**src/rtl/izh_step_sequencer_if.sv**
```systemverilog
// Signal bundle between the step sequencer and its environment: start/status, current memory,
// izhikevich core datapath and the spike event handshake.
interface izh_step_sequencer_if #(
  parameter int unsigned IDX_W = 4
);
  logic             start;
  logic             busy;
  logic             done;
  logic [IDX_W:0]   spike_count;
  logic [IDX_W-1:0] i_addr;
  logic [16:0]      i_data;
  logic [16:0]      core_v;
  logic [16:0]      core_u;
  logic [16:0]      core_i;
  logic [16:0]      core_v_prime;
  logic [16:0]      core_u_prime;
  logic             core_fired;
  logic             spike_valid;
  logic             spike_ready;
  logic [IDX_W-1:0] spike_idx;

  modport master (
    input  start, i_data, core_v_prime, core_u_prime, core_fired, spike_ready,
    output busy, done, spike_count, i_addr, core_v, core_u, core_i, spike_valid, spike_idx
  );

  modport slave (
    output start, i_data, core_v_prime, core_u_prime, core_fired, spike_ready,
    input  busy, done, spike_count, i_addr, core_v, core_u, core_i, spike_valid, spike_idx
  );
endinterface

```
**src/rtl/izh_step_sequencer.sv**
```systemverilog
// Time-step controller for a single izhikevich core: owns v/u of every neuron and walks the
// core over them in index order, writing results back and emitting spike events.
module izh_step_sequencer #(
  parameter int unsigned N_NEURONS = 16,
  parameter int unsigned IDX_W     = 4,
  parameter logic [16:0] V_INIT    = 17'h14100,
  parameter logic [16:0] U_INIT    = 17'h10D00
) (
  input logic                  clk,
  input logic                  rst_n,
  izh_step_sequencer_if.master bus
);

  localparam logic [2:0] StInit  = 3'd0;
  localparam logic [2:0] StIdle  = 3'd1;
  localparam logic [2:0] StRead  = 3'd2;
  localparam logic [2:0] StExec  = 3'd3;
  localparam logic [2:0] StWb    = 3'd4;
  localparam logic [2:0] StSpike = 3'd5;
  localparam logic [2:0] StDone  = 3'd6;

  localparam logic [IDX_W-1:0] LastIdx = IDX_W'(N_NEURONS - 1);
  localparam logic [IDX_W:0]   CntMax  = (IDX_W + 1)'(N_NEURONS);

  logic [2:0]       state_q, state_d;
  logic [IDX_W-1:0] idx_q, idx_d;
  logic [IDX_W:0]   cnt_q, cnt_d;
  logic [16:0]      core_v_q, core_v_d;
  logic [16:0]      core_u_q, core_u_d;
  logic             spike_valid_q, spike_valid_d;
  logic [IDX_W-1:0] spike_idx_q, spike_idx_d;

  logic [16:0] v_mem [N_NEURONS];
  logic [16:0] u_mem [N_NEURONS];
  logic        mem_we;
  logic [16:0] mem_v_wdata;
  logic [16:0] mem_u_wdata;

  logic             last_idx;
  logic [2:0]       adv_state;
  logic [IDX_W-1:0] adv_idx;

  assign last_idx = (idx_q == LastIdx);

  // Shared "move to the next neuron" step used by WB (no spike) and by SPIKE on acceptance.
  always_comb begin
    adv_state = StRead;
    adv_idx   = idx_q + IDX_W'(1);
    if (last_idx) begin
      adv_state = StDone;
      adv_idx   = idx_q;
    end
  end

  always_comb begin
    state_d       = state_q;
    idx_d         = idx_q;
    cnt_d         = cnt_q;
    core_v_d      = core_v_q;
    core_u_d      = core_u_q;
    spike_valid_d = spike_valid_q;
    spike_idx_d   = spike_idx_q;
    mem_we        = 1'b0;
    mem_v_wdata   = bus.core_v_prime;
    mem_u_wdata   = bus.core_u_prime;

    case (state_q)
      StInit: begin
        mem_we      = 1'b1;
        mem_v_wdata = V_INIT;
        mem_u_wdata = U_INIT;
        if (last_idx) begin
          idx_d   = '0;
          state_d = StIdle;
        end else begin
          idx_d = idx_q + IDX_W'(1);
        end
      end
      StIdle: begin
        if (bus.start) begin
          cnt_d   = '0;
          idx_d   = '0;
          state_d = StRead;
        end
      end
      StRead: begin
        core_v_d = v_mem[idx_q];
        core_u_d = u_mem[idx_q];
        state_d  = StExec;
      end
      StExec: begin
        // The core samples core_v/core_u/core_i at the end of this cycle.
        state_d = StWb;
      end
      StWb: begin
        mem_we = 1'b1;
        if (bus.core_fired) begin
          spike_idx_d   = idx_q;
          spike_valid_d = 1'b1;
          if (cnt_q != CntMax) begin
            cnt_d = cnt_q + (IDX_W + 1)'(1);
          end
          state_d = StSpike;
        end else begin
          idx_d   = adv_idx;
          state_d = adv_state;
        end
      end
      StSpike: begin
        if (bus.spike_ready) begin
          spike_valid_d = 1'b0;
          idx_d         = adv_idx;
          state_d       = adv_state;
        end
      end
      StDone: begin
        idx_d   = '0;
        state_d = StIdle;
      end
      default: begin
        idx_d   = '0;
        state_d = StInit;
      end
    endcase
  end

  always_ff @(posedge clk or negedge rst_n) begin
    if (!rst_n) begin
      state_q       <= StInit;
      idx_q         <= '0;
      cnt_q         <= '0;
      core_v_q      <= '0;
      core_u_q      <= '0;
      spike_valid_q <= 1'b0;
      spike_idx_q   <= '0;
    end else begin
      state_q       <= state_d;
      idx_q         <= idx_d;
      cnt_q         <= cnt_d;
      core_v_q      <= core_v_d;
      core_u_q      <= core_u_d;
      spike_valid_q <= spike_valid_d;
      spike_idx_q   <= spike_idx_d;
    end
  end

  // State storage is deliberately not reset; INIT rewrites every entry after each reset.
  always_ff @(posedge clk) begin
    if (mem_we) begin
      v_mem[idx_q] <= mem_v_wdata;
      u_mem[idx_q] <= mem_u_wdata;
    end
  end

  assign bus.busy        = (state_q != StIdle);
  assign bus.done        = (state_q == StDone);
  assign bus.spike_count = cnt_q;
  assign bus.i_addr      = idx_q;
  assign bus.core_v      = core_v_q;
  assign bus.core_u      = core_u_q;
  assign bus.core_i      = bus.i_data;
  assign bus.spike_valid = spike_valid_q;
  assign bus.spike_idx   = spike_idx_q;

endmodule

```
**src/flat_wrapper.sv**
```systemverilog
// flat-port wrapper written by rule: the top's interface ports become plain ports
module izh_step_sequencer_flat 
#(
  parameter int unsigned N_NEURONS = 16,
  parameter int unsigned IDX_W     = 4,
  parameter logic [16:0] V_INIT    = 17'h14100,
  parameter logic [16:0] U_INIT    = 17'h10D00
)
  (clk, rst_n, bus_start, bus_i_data, bus_core_v_prime, bus_core_u_prime, bus_core_fired, bus_spike_ready, bus_busy, bus_done, bus_spike_count, bus_i_addr, bus_core_v, bus_core_u, bus_core_i, bus_spike_valid, bus_spike_idx);
  izh_step_sequencer_if #(.IDX_W(IDX_W)) bus_i ();
  input logic clk;
  input logic rst_n;
  input wire logic [$bits(bus_i.start)-1:0] bus_start;
  input wire logic [$bits(bus_i.i_data)-1:0] bus_i_data;
  input wire logic [$bits(bus_i.core_v_prime)-1:0] bus_core_v_prime;
  input wire logic [$bits(bus_i.core_u_prime)-1:0] bus_core_u_prime;
  input wire logic [$bits(bus_i.core_fired)-1:0] bus_core_fired;
  input wire logic [$bits(bus_i.spike_ready)-1:0] bus_spike_ready;
  output wire logic [$bits(bus_i.busy)-1:0] bus_busy;
  output wire logic [$bits(bus_i.done)-1:0] bus_done;
  output wire logic [$bits(bus_i.spike_count)-1:0] bus_spike_count;
  output wire logic [$bits(bus_i.i_addr)-1:0] bus_i_addr;
  output wire logic [$bits(bus_i.core_v)-1:0] bus_core_v;
  output wire logic [$bits(bus_i.core_u)-1:0] bus_core_u;
  output wire logic [$bits(bus_i.core_i)-1:0] bus_core_i;
  output wire logic [$bits(bus_i.spike_valid)-1:0] bus_spike_valid;
  output wire logic [$bits(bus_i.spike_idx)-1:0] bus_spike_idx;
  assign bus_i.start = bus_start;
  assign bus_i.i_data = bus_i_data;
  assign bus_i.core_v_prime = bus_core_v_prime;
  assign bus_i.core_u_prime = bus_core_u_prime;
  assign bus_i.core_fired = bus_core_fired;
  assign bus_i.spike_ready = bus_spike_ready;
  assign bus_busy = bus_i.busy;
  assign bus_done = bus_i.done;
  assign bus_spike_count = bus_i.spike_count;
  assign bus_i_addr = bus_i.i_addr;
  assign bus_core_v = bus_i.core_v;
  assign bus_core_u = bus_i.core_u;
  assign bus_core_i = bus_i.core_i;
  assign bus_spike_valid = bus_i.spike_valid;
  assign bus_spike_idx = bus_i.spike_idx;
  izh_step_sequencer #(.N_NEURONS(N_NEURONS), .IDX_W(IDX_W), .V_INIT(V_INIT), .U_INIT(U_INIT)) u_core (.clk(clk), .rst_n(rst_n), .bus(bus_i));
endmodule
```
**config.mk**
```make
export PLATFORM = sky130hd
export DESIGN_NAME = izh_step_sequencer_flat
export DESIGN_NICKNAME = d
export VERILOG_FILES = /design/src/rtl/izh_step_sequencer_if.sv /design/src/rtl/izh_step_sequencer.sv /design/src/flat_wrapper.sv
export SDC_FILE = /design/constraint.sdc
export NUM_CORES = 1
export LEC_CHECK = 0
export ABC_AREA = 1
export ABC_CLOCK_PERIOD_IN_PS = 8600
export CORE_MARGIN = 2
export CORE_UTILIZATION = 47
export CTS_BUF_LIST = sky130_fd_sc_hd__clkbuf_4
export DETAILED_ROUTE_END_ITERATION = 7
export GPL_TIMING_DRIVEN = 0
export PLACE_DENSITY_LB_ADDON = 0.2
export REMOVE_ABC_BUFFERS = 1
export SLEW_MARGIN = 5
export SYNTH_ARGS = -nofsm -noshare
export SYNTH_HDL_FRONTEND = slang
export SYNTH_SLANG_ARGS = --single-unit
export TNS_END_PERCENT = 30
```
**constraint.sdc**
```tcl
create_clock -name clk -period 8.6 [get_ports clk]
set_input_delay 1.72 -clock clk [delete_from_list [all_inputs] [get_ports clk]]
set_output_delay 1.72 -clock clk [all_outputs]
set_load 0.05 [all_outputs]
```
==> out/results.ini <==
[clock_tree]
postCtsHoldBufs = 0
numCtsBuffers = 152
cts_tree = done
clkSinkCount = 595
ctsRootBufferMaster = clkbuf_4
cts_setup_buffers = 0
htree_levels = 4
clk_pin_slew_ns = 0.06
cts-resized-gates = 0
clk_latency_ns = 1.00
clockBufferDepth = 3

[pwr]
clkPwrFrac_pct = 24.5
power_density_nw_per_um2 = 322
switching_share_pct = 36.7
seqPwrFrac_pct = 41.5
pwr-share-comb_pct = 33.9
p_sw_mw = 3.50
static-leakage-power_nw = 12.4
total_power_mw = 9.53
peakVddDrop_mv = 0.300
p_int_mw = 6.03

[die]
rows = 85
start_util_pct = 47.7
fp.dieW_um = 238
die_y_um = 238
io_pins = 123
dieArea_um2 = 56600
core_area_um2 = 53900

[yosys]
synthTopCellsByArea = edfxtp_1 (64%), nand2_1 (10%), inv_1 (5.6%)
yosys.area_share.simple_pct = 20.7
netlist_instances = 2485
ys_seq_area_share_pct = 68.5
netlist.area_leader.share_pct = 63.5
yosysTopAreaCell = edfxtp_1
yosys_warnings = 0
synthAdderAreaFrac_pct = 0.292
synth_area_um2 = 25700
syn-mean-instance-area_um2 = 10.3
synth-seq-cells = 595
muxShareOfSynthArea_pct = 0
synth_compound_area_share_pct = 1.66
synth_top_family_by_area = simple AND/OR/NAND/NOR gates
synth-xor-area-share_pct = 0.136
synth_cell_types = 30

[routing]
drt_first_iter_violations = 1628
drcViolationCount = 0
first_pass_iters = 6
via_per_inst = 5.03
wire_per_inst_um = 18.3
vias = 17300
routed_wl_um = 63000
antenna_left = 0

[placed_design]
finalWeightedCongestion = 0.738
hpwl_um = 34500
portBuffers = 88

[global_routing]
overflow = 0
grt_pass1_vias = 17200
grt_pass1_wl_um = 96200
grt_max_degree = 139
antenna_found_initial = 1
grt.total_usage_pct = 22.8

[critical_path]
required_ns = 6.88
end_kind = output pin
crit_type = register to output pin
cp-start-kind = register
ff2ff_setup_slack_ns = 4.62
arrival_ns = 3.49
cp_max_fo = 82

[sta]
hold_viol_final = 0
setup_violations = 0
period_share_pct = 60.5
fin_worst_skew_ns = 0.0703
min_period_ns = 5.21
finalMaxSlewViolations = 0
rsz0062_at_grt = false
final.setup.tns_ns = 0
slew_headroom_pct = 28.1
max_freq_ghz = 0.192
worst_pin_slew_ns = 1.08

[layout]
layout.nets = 2698
layout_common_cells = nand2_1 (719), edfxtp_1 (544), inv_1 (381), nand3_1 (282), clkbuf_4 (238)
syn_to_final_growth_pct = 15.3
drive_gt1_share_pct = 13.3
fin_util_pct = 55.0
fillCellCount = 4612
final_common_cell = nand2_1

[hold_path]
hold_class = register to register

[status]
status = complete, no violations

[flow_run]
max_cap_viol_count = 0

## logic make-up (layout without fill, tap and decap cells)
logic type,after synthesis,after routing
compound gates,84,84
fa+ha+maj,6,6
flops,595,595
buf+inv,521,778
other cells,0,3
xor+xnor,4,4
simple gates,1275,1275
## Yosys cell counts
library cell  number
nand3_1          282
inv_2              9
nor2_4             3
or2_2             42
edfxtp_1         544
o21ai_0           40
nor3_1             2
nand2_1          719
clkbuf_1          18
inv_4              1
buf_2             50
ha_1               6
buf_6              2
nor2_1           214
buf_4             57
o21ai_2            1
nor2_2             5
xor2_1             3
inv_1            381
nand2_2            3
a211oi_1           1
nand2_4            1
nand4_1            1
nand3_2            1
xnor2_1            1
buf_1              3
or2_1              2
dfrtp_1           51
a21oi_1            1
o21ai_1           41
## layout make-up
cell class	count	area (µm²)	area share, %
clock buffers	238	1790	6.03
clock inverters	22	83.8	0.283
repair buffers	127	1820	6.13
diodes	3	7.51	0.0253
inverters	391	1490	5.01
flip-flops and latches	595	17600	59.4
well taps	696	871	2.94
multi-input cells	1369	5980	20.2
## through the flow
stage               worst slack [ns]  cell area [µm²]  hold WS, ns  instances
floorplan                     -0.935            24900        0.533       2355
global placement               -8.58            26700        0.470       3139
detailed placement              4.45            27800        0.481       3178
CTS                             3.33            29600        0.497       3438
global route                    3.25            29600        0.536       3439
finish                          3.39            29700        0.492       3441
## worst max-delay path: stages, from the launching register on
cell and delay, ns:
dfrtp_4 0.80, buf_16 0.36, buf_16 0.33, clkdlybuf4s50_1 0.89
## per-layer routing
metal	GRT usage, %	wire length, µm
met5	0	0
met3	5.92	4570
met2	35.9	29400
met4	9.40	1590
met1	30.2	27400
## worst paths after layout
kind,start,end,depth (start not counted)
worst min register to register,u_core.bus.spike_idx[2],u_core.bus.spike_idx[2],2
worst min-delay path,u_core.bus.spike_idx[2],u_core.bus.spike_idx[2],2
max in group asynchronous,rst_n,u_core.bus.core_u[6],2
min in group asynchronous,rst_n,u_core.bus.core_u[12],2
worst max-delay path,u_core.bus.i_addr[0],bus_i_addr[0],3
worst max register to register,u_core.bus.i_addr[0],u_core.u_mem[6][9],7
## sequential cells by signal (all words and copies together) (netlist names)
register                flops
u_core.bus.core_v          17
u_core.bus.core_u          17
u_core.bus.spike_count      5
u_core.v_mem              272
u_core.bus.i_addr           4
u_core.bus.spike_valid      1
u_core.bus.spike_idx        4
u_core.u_mem              272
u_core.state_q              3
## power by group through the flow
stage                     Clock (mW)  Sequential, mW  Combinational [mW]
after floorplan                    0            4.42                1.70
after global placement             0            4.26                2.96
after detailed placement           0            4.02                3.24
after CTS                       2.40            3.96                3.26
after global routing            2.55            3.99                3.57
final                           2.34            3.96                3.24
(Power assumes the default switching activity.)
